--- src/rtl/p2s_rx_sched_pkg.sv ---
// Shared types and constants for the P2S receive scheduler.
// err width depends on P2S_RX_TIMEOUT_EN (adds the timeout flag).
package p2s_sched_pkg;

    typedef enum logic [1:0] {
        IDLE,
        GRANT,
        RECV,
        DRAIN
    } state_e;

    localparam int unsigned ERR_SPURIOUS = 0;
    localparam int unsigned ERR_SHORT    = 1;
    localparam int unsigned ERR_OVERFLOW = 2;
    localparam int unsigned ERR_TIMEOUT  = 3;

`ifdef P2S_RX_TIMEOUT_EN
    localparam int unsigned ERR_W = 4;
`else
    localparam int unsigned ERR_W = 3;
`endif

endpackage

--- src/rtl/p2s_rx_sched_if.sv ---
// Packed-word output stream from the scheduler to the parallel sink.
// out_ready is advisory: the stream never stalls.
interface p2s_rx_sched_if #(
    parameter int unsigned NCH  = 2,
    parameter int unsigned WORD = 32
);
    localparam int unsigned IW = $clog2(NCH);

    logic [WORD-1:0] out_word;
    logic            out_valid;
    logic            out_last;
    logic [IW-1:0]   out_ch;
    logic            out_ready;

    modport master (
        output out_word, out_valid, out_last, out_ch,
        input  out_ready
    );

    modport slave (
        input  out_word, out_valid, out_last, out_ch,
        output out_ready
    );
endinterface

--- src/rtl/p2s_rx_sched_arb.sv ---
// Combinational round-robin picker: first requester at or after ptr,
// wrapping around NCH channels.
module rr_arb_nch #(
    parameter int unsigned NCH = 2,
    parameter int unsigned IW  = $clog2(NCH)
) (
    input  logic [NCH-1:0] req,
    input  logic [IW-1:0]  ptr,
    output logic [IW-1:0]  gnt,
    output logic           any
);
    logic [IW-1:0] idx;

    always_comb begin
        gnt = '0;
        any = 1'b0;
        idx = '0;
        for (int unsigned i = 0; i < NCH; i++) begin
            idx = IW'((32'(ptr) + i) % NCH);
            if (!any && req[idx]) begin
                gnt = idx;
                any = 1'b1;
            end
        end
    end
endmodule

--- src/rtl/p2s_rx_sched.sv ---
// Round-robin scheduler gating NCH P2S channels onto one word stream.
// Optional P2S_RX_TIMEOUT_EN adds TMO and err[timeout] for GRANT/DRAIN.
module p2s_rx_sched
    import p2s_sched_pkg::*;
#(
    parameter int unsigned NCH   = 2,
    parameter int unsigned WIDTH = 512,
    parameter int unsigned WORD  = 32
`ifdef P2S_RX_TIMEOUT_EN
    ,
    parameter int unsigned TMO   = 1024
`endif
) (
    input  logic             clk,
    input  logic             reset_n,
    input  logic [NCH-1:0]   ch_req,
    input  logic [NCH-1:0]   ch_valid,
    input  logic [NCH-1:0]   ch_data,
    output logic [NCH-1:0]   ch_ki_b,
    p2s_rx_sched_if.master   sink,
    output logic [ERR_W-1:0] err,
    input  logic             err_clr
);
    localparam int unsigned IW = $clog2(NCH);
    localparam int unsigned CW = $clog2(WIDTH) + 1;
    localparam int unsigned PW = (WORD > 1) ? $clog2(WORD) : 1;
    localparam logic [IW-1:0] LAST_CH = IW'(NCH - 1);

    state_e          state;
    logic [IW-1:0]   gnt;
    logic [IW-1:0]   ptr;
    logic [CW-1:0]   cnt;
    logic [PW-1:0]   pos;
    logic [WORD-1:0] acc;
    logic [WORD-1:0] word_q;
    logic            valid_q;
    logic            last_q;
    logic [IW-1:0]   ch_q;

    logic [IW-1:0]    pick;
    logic             any;
    logic             vld_g;
    logic             bit_in;
    logic [NCH-1:0]   gnt_mask;
    logic [WORD-1:0]  word_nxt;
    logic [CW-1:0]    cnt_inc;
    logic             word_done;
    logic             burst_done;
    logic [IW-1:0]    ptr_nxt;
    logic [ERR_W-1:0] err_set;

`ifdef P2S_RX_TIMEOUT_EN
    localparam int unsigned TW = $clog2(TMO + 1);
    logic [TW-1:0] tmo_cnt;
    logic          tmo_hit;
`endif

    rr_arb_nch #(.NCH(NCH)) u_arb (
        .req (ch_req),
        .ptr (ptr),
        .gnt (pick),
        .any (any)
    );

    assign vld_g      = ch_valid[gnt];
    assign bit_in     = ch_data[gnt];
    assign cnt_inc    = cnt + CW'(1);
    assign word_done  = (pos == PW'(WORD - 1));
    assign burst_done = (cnt_inc == CW'(WIDTH));
    assign ptr_nxt    = (gnt == LAST_CH) ? '0 : gnt + IW'(1);

    always_comb begin
        word_nxt      = acc;
        word_nxt[pos] = bit_in;
    end

    always_comb begin
        gnt_mask = '0;
        if (state != IDLE) gnt_mask[gnt] = 1'b1;
    end

`ifdef P2S_RX_TIMEOUT_EN
    assign tmo_hit = (((state == GRANT) && !vld_g) || ((state == DRAIN) && vld_g))
                     && (tmo_cnt == TW'(TMO - 1));
`endif

    always_comb begin
        err_set               = '0;
        err_set[ERR_SPURIOUS] = |(ch_valid & ~gnt_mask);
        err_set[ERR_SHORT]    = (state == RECV) && !vld_g;
        err_set[ERR_OVERFLOW] = valid_q && !sink.out_ready;
`ifdef P2S_RX_TIMEOUT_EN
        err_set[ERR_TIMEOUT]  = tmo_hit;
`endif
    end

    // ch_ki_b is registered on the same edges that enter/leave GRANT and RECV,
    // so it tracks the state decode cycle-for-cycle without a comb path.
    always_ff @(posedge clk or negedge reset_n) begin
        if (!reset_n) begin
            state   <= IDLE;
            gnt     <= '0;
            ptr     <= '0;
            cnt     <= '0;
            pos     <= '0;
            acc     <= '0;
            word_q  <= '0;
            valid_q <= 1'b0;
            last_q  <= 1'b0;
            ch_q    <= '0;
            ch_ki_b <= '1;
            err     <= '0;
`ifdef P2S_RX_TIMEOUT_EN
            tmo_cnt <= '0;
`endif
        end else begin
            valid_q <= 1'b0;
            last_q  <= 1'b0;
            err     <= (err & ~{ERR_W{err_clr}}) | err_set;
            case (state)
                IDLE: begin
                    if (any) begin
                        gnt     <= pick;
                        ch_ki_b <= ~(NCH'(1) << pick);
                        cnt     <= '0;
                        pos     <= '0;
                        state   <= GRANT;
`ifdef P2S_RX_TIMEOUT_EN
                        tmo_cnt <= '0;
`endif
                    end
                end
                GRANT, RECV: begin
                    if (vld_g) begin
                        acc <= word_nxt;
                        cnt <= cnt_inc;
                        pos <= word_done ? '0 : pos + PW'(1);
                        if (word_done) begin
                            word_q  <= word_nxt;
                            valid_q <= 1'b1;
                            last_q  <= burst_done;
                            ch_q    <= gnt;
                        end
                        if (burst_done) begin
                            ch_ki_b <= '1;
                            state   <= DRAIN;
`ifdef P2S_RX_TIMEOUT_EN
                            tmo_cnt <= '0;
`endif
                        end else begin
                            state <= RECV;
                        end
                    end else if (state == RECV) begin
                        ch_ki_b <= '1;
                        state   <= DRAIN;
`ifdef P2S_RX_TIMEOUT_EN
                        tmo_cnt <= '0;
                    end else if (tmo_hit) begin
                        ch_ki_b <= '1;
                        ptr     <= ptr_nxt;
                        state   <= IDLE;
                    end else begin
                        tmo_cnt <= tmo_cnt + TW'(1);
`endif
                    end
                end
                DRAIN: begin
                    if (!vld_g) begin
                        ptr   <= ptr_nxt;
                        state <= IDLE;
`ifdef P2S_RX_TIMEOUT_EN
                    end else if (tmo_hit) begin
                        ptr   <= ptr_nxt;
                        state <= IDLE;
                    end else begin
                        tmo_cnt <= tmo_cnt + TW'(1);
`endif
                    end
                end
                default: state <= IDLE;
            endcase
        end
    end

    assign sink.out_word  = word_q;
    assign sink.out_valid = valid_q;
    assign sink.out_last  = last_q;
    assign sink.out_ch    = ch_q;
endmodule

--- src/flat_wrapper.sv ---
// flat-port wrapper written by rule: the top's interface ports become plain ports
module p2s_rx_sched_flat import p2s_sched_pkg::*;
#(
    parameter int unsigned NCH   = 2,
    parameter int unsigned WIDTH = 512,
    parameter int unsigned WORD  = 32

)
  (clk, reset_n, ch_req, ch_valid, ch_data, ch_ki_b, err, err_clr, sink_out_word, sink_out_valid, sink_out_last, sink_out_ch, sink_out_ready);
  p2s_rx_sched_if #(.NCH(NCH), .WORD(WORD)) sink_i ();
  input  logic clk;
  input  logic reset_n;
  input  logic [NCH-1:0] ch_req;
  input  logic [NCH-1:0] ch_valid;
  input  logic [NCH-1:0] ch_data;
  output logic [NCH-1:0] ch_ki_b;
  output logic [ERR_W-1:0] err;
  input  logic err_clr;
  output wire logic [$bits(sink_i.out_word)-1:0] sink_out_word;
  output wire logic [$bits(sink_i.out_valid)-1:0] sink_out_valid;
  output wire logic [$bits(sink_i.out_last)-1:0] sink_out_last;
  output wire logic [$bits(sink_i.out_ch)-1:0] sink_out_ch;
  input wire logic [$bits(sink_i.out_ready)-1:0] sink_out_ready;
  assign sink_out_word = sink_i.out_word;
  assign sink_out_valid = sink_i.out_valid;
  assign sink_out_last = sink_i.out_last;
  assign sink_out_ch = sink_i.out_ch;
  assign sink_i.out_ready = sink_out_ready;
  p2s_rx_sched #(.NCH(NCH), .WIDTH(WIDTH), .WORD(WORD)) u_core (.clk(clk), .reset_n(reset_n), .ch_req(ch_req), .ch_valid(ch_valid), .ch_data(ch_data), .ch_ki_b(ch_ki_b), .sink(sink_i), .err(err), .err_clr(err_clr));
endmodule
--- config.mk ---
export PLATFORM = sky130hd
export DESIGN_NAME = p2s_rx_sched_flat
export DESIGN_NICKNAME = d
export VERILOG_FILES = /design/src/rtl/p2s_rx_sched_pkg.sv /design/src/rtl/p2s_rx_sched_if.sv /design/src/rtl/p2s_rx_sched_arb.sv /design/src/rtl/p2s_rx_sched.sv /design/src/flat_wrapper.sv
export SDC_FILE = /design/constraint.sdc
export NUM_CORES = 1
export LEC_CHECK = 0
export CAP_MARGIN = 0
export CORE_ASPECT_RATIO = 1.75
export CORE_UTILIZATION = 60
export DETAILED_ROUTE_END_ITERATION = 7
export GPL_ROUTABILITY_DRIVEN = 0
export PLACE_DENSITY_LB_ADDON = 0.15
export RECOVER_POWER = 50
export SLEW_MARGIN = 40
export SYNTH_ARGS = -nofsm -noshare
export SYNTH_HDL_FRONTEND = slang
export SYNTH_HIERARCHICAL = 1
export SYNTH_SLANG_ARGS = --single-unit
export TNS_END_PERCENT = 10
--- constraint.sdc ---
create_clock -name clk -period 5.71 [get_ports clk]
set_input_delay 1.142 -clock clk [delete_from_list [all_inputs] [get_ports clk]]
set_output_delay 1.142 -clock clk [all_outputs]
set_load 0.05 [all_outputs]
Yosys cells after proc, flatten, opt, wreduce, memory -nomap -nowiden
Cells that the tools add are included.
- output and inout port bits: 40
- bits of input ports: 10
- memories kept: 0
- bits in read-only memories: 0
- word-level logic and storage cells: 102
- memory bits (writable): 0
- register bits after elaboration: 91
- bits in latches: 0
- bitwise operators: 7
- reductions and logical operators: 20
- $lt $le $gt $ge: 6
- mux-type cells: 42
- multipliers: 0
- divide/modulo/power cells: 0
- $add $sub $neg: 4
- shifts and indexed selects: 1
- equality and inequality tests: 10
- operators by type and width (cell ; number):
    bitwise mux 32 bit ; 1
    2-to-1 mux 1 bit ; 22
    2-to-1 mux 10 bit ; 2
    case mux 10 bit (2 select lines) ; 1
    2-to-1 mux 2 bit ; 8
    2-to-1 mux 5 bit ; 3
    adder 10 x 1 -> 10 bit, second input constant ; 1
    equality test 10 bit, second input constant ; 1
    case mux 5 bit (2 select lines) ; 1
    AND reduction 3 bit ; 3
    less-than comparator 1 x 2 -> 1 bit, second input constant ; 3
    less-than comparator 5 x 6 -> 1 bit, second input constant ; 1
    case mux 2 bit (3 select lines) ; 1
    AND reduction 2 bit ; 3
    adder 5 x 1 -> 5 bit, second input constant ; 1
    demux 1 bit (select 5 bit) ; 1
    equality test 5 bit, second input constant ; 1
    greater-or-equal comparator 5 x 1 -> 1 bit, second input constant ; 1
    logical AND 1 bit ; 5
    equality test 2 bit, second input constant ; 2
    != test 2 x 1 -> 1 bit, second input constant ; 2
    inverter 2 bit ; 2
    case mux 2 bit (2 select lines) ; 1
    AND reduction 4 bit ; 1
    other kinds (17) ; 22

Longest topological paths before layout
Gate-level depths: netlist of run 1.
- depth after elaboration: 10
- mapped depth: 9
- depth with buffers taken out: 6

Modules after synthesis
Netlist of run 1, hierarchy kept.
- by module, submodules not included (module ; instances ; seq. area each (µm²) ; area each (µm²) ; cells an instance):
    p2s_rx_sched ; 1 ; 2279.7 ; 4608.2 ; 444
    rr_arb_nch ; 1 ; 0.0 ; 17.5 ; 3

Least setup slack after synthesis of run 1
No wires, ideal clock.
- path type: input port to flip-flop
- start: input ch_req[1]
- end: register u_core.cnt[3]
- library setup time: 0.121 ns
- data required time: 5.589 ns
- buffers on the path: 1
- slack: 3.358 ns
- arrival: 2.232 ns
- stages on the path: 6
- path through: or2_1 nor2b_1 clkbuf_2 nor3_4 a211o_1 a22o_1
- longest elaborated chain between the ends: 8
- RTL lines (item ; line ; RTL):
    start, declared ; flat_wrapper.sv:13 ; input logic [NCH-1:0] ch_req;
    2-to-1 mux 1 bit (implied by the code) (2 in series) ; p2s_rx_sched_arb.sv:20 ; if (!any && req[idx]) begin
    2-to-1 mux 1 bit ; p2s_rx_sched_arb.sv:20 ;
    logical NOT 1 bit ; p2s_rx_sched_arb.sv:20 ;
    logical AND 1 bit ; p2s_rx_sched_arb.sv:20 ;
    2-to-1 mux 1 bit * ; p2s_rx_sched_arb.sv:20 ;
    != test 2 x 1 -> 1 bit (no source line) * ; - ;
    AND reduction 3 bit (no source line) * ; - ;
    end signal, assigned ; p2s_rx_sched.sv:136 ; cnt <= cnt_inc;
    end, declared ; p2s_rx_sched.sv:32 ; logic [CW-1:0] cnt;
Every way passes the cells marked *; elsewhere a longest branch is shown, timed or not. The select of a mux whose other input is x is not followed.
A chain may end at the register's enable or synchronous reset.

==> results of run 1 <==
==> sequential cells by signal, indices dropped and copies added, names as in the netlist <==
| name | flops |
|---|---|
| u_core/acc | 32 |
| u_core/sink.out_word | 32 |
| u_core/cnt | 10 |
| u_core/pos | 5 |
| u_core/err | 3 |
| u_core/ch_ki_b | 2 |
| u_core/state | 2 |
| u_core/gnt | 1 |
| u_core/ptr | 1 |
| u_core/sink.out_ch | 1 |
| u_core/sink.out_last | 1 |
| u_core/sink.out_valid | 1 |
==> routing by layer <==
metal	global-route usage (%)	wire (um)	up-vias
li1	-	-	1680
met1	32.7	3990	1716
met2	46.1	5390	96
met3	4.44	328	23
met4	12.5	337	0
met5	0	0	-
==> path summary, 6_finish.rpt <==
check                                               from                  endpoint  slack [ns]  cells after the start
worst max register to register             u_core/pos[0]  u_core/sink.out_word[11]        2.59                      7
max in group clk                             ch_valid[0]  u_core/sink.out_word[13]        2.29                      6
min in group asynchronous                        reset_n  u_core/sink.out_word[30]        1.33                      1
worst max-delay path                             reset_n             u_core/cnt[6]        2.20                      2
worst min register to register  u_core/sink.out_word[11]  u_core/sink.out_word[11]        0.47                      1
worst min-delay path            u_core/sink.out_word[11]  u_core/sink.out_word[11]        0.47                      1
==> synth_stat cells (2+ instances only) <==
library cell,n
buf_4,5
nor3b_1,2
o21ai_0,20
a211o_1,2
nand4_1,2
nor2b_1,2
buf_6,2
a22o_1,3
inv_1,20
a311oi_1,28
buf_2,19
nor4b_1,2
nor3_2,2
or4_1,2
and3_1,6
dfrtp_1,89
o22ai_1,5
or2_1,2
nor3_1,3
a21o_1,28
nand3_1,6
a21oi_1,42
or2_2,2
nand2_1,39
mux2i_1,4
clkbuf_1,15
nor2_1,14
a211oi_1,6
nand4b_1,2
a31oi_1,10
ha_1,9
dfstp_2,2
nand3b_1,2
mux2_2,28
and3b_1,3
==> cell families after synthesis <==
| family | count (synthesis) | share of synthesized area, % |
|---|---|---|
| AOI/OAI and AO/OA | 151 | 21.9 |
| and+or+nand+nor | 99 | 11.6 |
| DFF | 91 | 49.3 |
| buffers and inverters | 62 | 6.30 |
| muxes | 34 | 8.30 |
| adders and majority gates | 9 | 2.43 |
| xor gates and xnor gates | 1 | 0.189 |
==> power groups by stage <==
stage | registers [uW] | clock network (uW) | logic, uW
floorplan | 862 | 0 | 596
global placement | 866 | 0 | 726
detailed placement | 873 | 0 | 760
CTS | 863 | 638 | 766
global route | 880 | 665 | 833
finish | 865 | 630 | 763
==> per-stage QoR <==
step / total power [uW] / std cells / hold WS (ns) / area [um^2]
finish: 2260 / 564 / 0.473 / 5370
global route: 2380 / 564 / 0.493 / 5370
CTS: 2270 / 564 / 0.479 / 5400
detailed placement: 1630 / 548 / 0.465 / 5080
global placement: 1590 / 547 / 0.461 / 5060
floorplan: 1460 / 447 / 0.480 / 4630
==> final cells by class <==
cell class                      instances  area (um^2)
Tap cell                               88          110
Inverter                               20         75.1
Multi-Input combinational cell        294         2060
Clock inverter                          6         90.1
Fill cell                             590         2140
Clock buffer                           10          229
Timing Repair Buffer                   55          527
Sequential cell                        91         2280
==> flow_metrics.py, run 1 <==
metrics = {
    "status": {
        "outcome": "complete, but fails checks",
        "violations": "capacitance limit, slew limit",
    },
    "route": {
        "wire_per_inst_um": 17.8,
        "drc": 0,
        "postRouteAntennaNets": 0,
        "drt_iter0_markers": 342,
        "via_per_inst": 6.23,
        "dr_total_vias": 3515,
        "dr.pass1.iters": 5,
        "wl_mm": 10.0,
    },
    "clocking": {
        "insertion_delay_ns": 0.34,
        "postCtsHoldBufs": 0,
        "cts_buffers": 9,
        "cts_tree": "done",
        "cts.sinks": 91,
        "ctsHtreeMaxLevel": 3,
        "clockBufferDepth": 2,
        "cts-root-buf": "clkbuf_16",
        "postCtsSetupBuffers": 0,
        "path_clk_slew_ns": 0.07,
        "post_cts_resized": 0,
    },
    "critical_path": {
        "arrival_ns": 3.75,
        "crit_path_start_kind": "input port",
        "path_buf_inv": 2,
        "crit_chain": "clkbuf_1 > clkbuf_2",
        "setup.worst_path.end_class": "async pin",
        "slowest_stage": "clkbuf_1",
        "path_max_fanout": 55,
        "cp_slowest_stage_delay_ns": 1.36,
        "cp_top_family": "buffers and inverters",
        "crit_type": "input port to async pin",
        "required_ns": 5.95,
    },
    "synth": {
        "syn-num-nets": 466,
        "synth.avg_cell_area_um2": 10.3,
        "ys_ff_latch": 91,
        "synth-main-ff-cell": "dfrtp_1",
        "mappedNetlistArea_um2": 4630,
        "synth_cell_types": 54,
        "synth-edff-count": 0,
        "yosysTopAreaCellShare_pct": 48.1,
        "yosysWarnings": 6,
        "yosysTopAreaCell": "dfrtp_1",
        "netlist_top_cells_area": "dfrtp_1, mux2_2, a311oi_1",
        "synthCells": 447,
        "synthArstFlopShare_pct": 100,
        "synth-seq-area-share_pct": 49.3,
    },
    "grt": {
        "antenna_found_initial": 0,
        "grt.overflow.total": 0,
        "grt_pass1_vias": 3436,
        "grt_pass1_wl_mm": 16.5,
        "track_usage_pct": 27.4,
        "grt_max_degree": 56,
    },
    "die": {
        "core_um2": 7510,
        "die_x_um": 68.4,
        "die_h_um": 118,
        "ioPinCount": 50,
        "die_area_um2": 8080,
        "std_cell_rows": 42,
        "start_util_pct": 61.6,
    },
    "placed_design": {
        "hpwl_mm": 6.81,
        "dpl_worst_slack_ns": 2.45,
        "portBuffers": 49,
    },
    "pwr": {
        "p_sw_share_pct": 37.5,
        "internal-power_uw": 1410,
        "leakage_uw": 0.00252,
        "clkPwrFrac_pct": 27.9,
        "seqPwrFrac_pct": 38.3,
        "power_frac_comb_pct": 33.8,
        "ir_drop_uv": 434,
        "p_per_area_nw_per_um2": 420,
        "netSwitchingPower_uw": 848,
    },
    "sta": {
        "slew_violations": 38,
        "worst_slack_ns": 2.20,
        "finalClockSkew_ns": 0.00809,
        "setup_viol": 0,
        "hold_viol": 0,
        "fmax_ghz": 0.285,
        "period_share_pct": 61.5,
        "period_minus_slack_ns": 3.51,
        "setup-tns-final_ns": 0,
        "worst_slew_pin_slew_ns": 1.95,
        "slew_headroom_pct": -29.8,
        "rsz0062_at_grt": "false",
    },
    "worst_hold_path": {
        "hold_path.class": "flop to flop",
    },
    "finish": {
        "nets": 490,
        "final_util_pct": 71.5,
        "final_common_cell": "dfrtp_1",
        "drive_above_1_share_pct": 12.6,
        "area_delta_synth_final_pct": 16.1,
        "final_cell_mix": "dfrtp_1, clkdlybuf4s50_1, a21oi_1",
        "antenna_cells": 0,
    },
    "job": {
        "maxCapViolCount": 1,
    },
}
(Power assumes the default switching activity.)
==> run 2: changes to the inputs <==
CORE_UTILIZATION = 51   (was 60)
clock period = 2.88 ns   (was 5.71 ns; I/O delays follow)
==> run 2 against run 1 <==
  * The run now ends clean
  * Clock power increased by 100%
  * Global-route usage decreased by 5.1 points
  * Count of clock-buffer cells in the layout increased by 1
  * Highest routed layer unchanged
  * Largest power group unchanged
  * Clock skew decreased by 0.0041 ns
  * Worst setup slack got worse by 1.8 ns
  * Sequential share of layout area decreased by 0.82 points
==> flow_metrics.py, run 2 (synthesis results as in run 1) <==
metrics = {
    "sta": {
        "slew_violations": 0,
        "period_share_pct": 86.4,
        "hold_slack_ns": 0.472,
        "rsz0062_at_grt": "false",
        "setup-tns-final_ns": 0,
        "setup_viol": 0,
        "hold_viol": 0,
        "slew_headroom_pct": 10.7,
        "worst_slew_pin_slew_ns": 1.34,
        "fmax_ghz": 0.402,
        "period_minus_slack_ns": 2.49,
        "finalClockSkew_ns": 0.00401,
    },
    "pwr": {
        "leakage_uw": 0.00257,
        "p_per_area_nw_per_um2": 827,
        "ir_drop_uv": 622,
    },
    "finish": {
        "final_common_cell": "dfrtp_1",
        "area_delta_synth_final_pct": 18.4,
        "fillCellCount": 720,
        "nets": 496,
        "drive_above_1_share_pct": 13.9,
        "final_cell_mix": "dfrtp_1, clkdlybuf4s50_1, a21oi_1",
        "antenna_cells": 0,
        "final_area_um2": 5480,
    },
    "route": {
        "dr_total_vias": 3484,
        "wl_mm": 9.76,
        "drc": 0,
        "dr.pass1.iters": 4,
        "wire_per_inst_um": 16.3,
        "postRouteAntennaNets": 0,
        "drt_iter0_markers": 234,
        "via_per_inst": 5.82,
    },
    "job": {
        "maxCapViolCount": 0,
    },
    "placed_design": {
        "place_area_um2": 5180,
        "hpwl_mm": 6.47,
        "portBuffers": 49,
    },
    "clocking": {
        "path_clk_slew_ns": 0.06,
        "cts.sinks": 91,
        "clockBufferDepth": 2,
        "ctsHtreeMaxLevel": 3,
        "cts_tree": "done",
        "cts-root-buf": "clkbuf_16",
        "insertion_delay_ns": 0.34,
        "post_cts_resized": 0,
        "postCtsSetupBuffers": 0,
        "postCtsHoldBufs": 0,
        "cts_buffers": 9,
    },
    "die": {
        "std_cell_rows": 45,
        "die_x_um": 74.0,
        "start_util_pct": 53.0,
        "die_h_um": 128,
        "core_um2": 8730,
        "die_area_um2": 9470,
        "ioPinCount": 50,
    },
    "critical_path": {
        "setup.worst_path.end_class": "flop",
        "crit_path_start_kind": "input port",
        "reg2reg_setup_slack_ns": 0.42,
        "path_max_fanout": 18,
        "arrival_ns": 2.72,
        "required_ns": 3.11,
        "crit_type": "input port to flop",
    },
    "grt": {
        "grt_pass1_vias": 3226,
        "grt.overflow.total": 0,
        "grt_pass1_wl_mm": 15.9,
        "track_usage_pct": 22.3,
        "grt_max_degree": 59,
        "antenna_found_initial": 0,
    },
    "worst_hold_path": {
        "hold_path.class": "flop to flop",
    },
    "status": {
        "outcome": "completed",
    },
}
-- run 2: changes by cell type in the layout (fill, tap and decap cells not counted) --
cell,previous run,this run
clkbuf_1,3,1
buf_12,0,1
or2_0,1,0
mux2i_1,2,3
mux2i_2,2,1
clkbuf_2,1,2
clkbuf_8,0,2
clkinv_2,1,0
dlygate4sd3_1,3,2
buf_6,1,0
or2_1,1,2
clkdlybuf4s50_1,45,46
buf_4,3,9
-- run 2: worst max-delay path: stages --
cell	delay, ns
clkdlybuf4s50_1	0.41
or2_1	0.26
nor2b_1	0.12
clkbuf_1	0.57
nor3_4	0.21
a211o_1	0.34
a22o_1	0.22
-- run 2: final timing paths --
check                                         start                  endpoint  depth (start not counted)
min                        u_core/sink.out_word[26]  u_core/sink.out_word[26]                          1
max in group asynchronous                   reset_n             u_core/acc[8]                          2
max reg2reg                         u_core/state[0]             u_core/cnt[3]                          7
max                                       ch_req[1]             u_core/cnt[3]                          7
min in group asynchronous                   reset_n  u_core/sink.out_word[30]                          1
min reg2reg                u_core/sink.out_word[26]  u_core/sink.out_word[26]                          1
-- run 2: metal layers --
metal,track usage (%),wire length (um)
met1,26.6,4100
met2,38.8,5210
met3,4.56,306
met4,7.92,143
met5,0,0
-- run 2: layout make-up --
class	instances	area [um^2]	area share, %
Inverter	20	75.1	1.37
Tap cell	117	146	2.67
Clock buffer	11	253	4.61
Multi-Input combinational cell	294	2060	37.6
Clock inverter	5	85.1	1.55
Timing Repair Buffer	61	582	10.6
Sequential cell	91	2280	41.6
-- run 2: stage by stage --
stage / setup slack [ns] / power, uW / util [%] / cells
global placement: 0.472 / 3220 / 59.3 / 583
finish: 0.393 / 4530 / 62.8 / 599
detailed placement: 0.455 / 3260 / 59.3 / 583
floorplan: 0.797 / 2890 / - / 447
CTS: 0.548 / 4570 / 63.2 / 599
global route: 0.240 / 4800 / 62.8 / 599
-- run 2: where the power goes --
group          total, uW  internal [uW]  switching (uW)
clock network       1290            810             485
logic               1540            566             975
registers           1690           1500             196
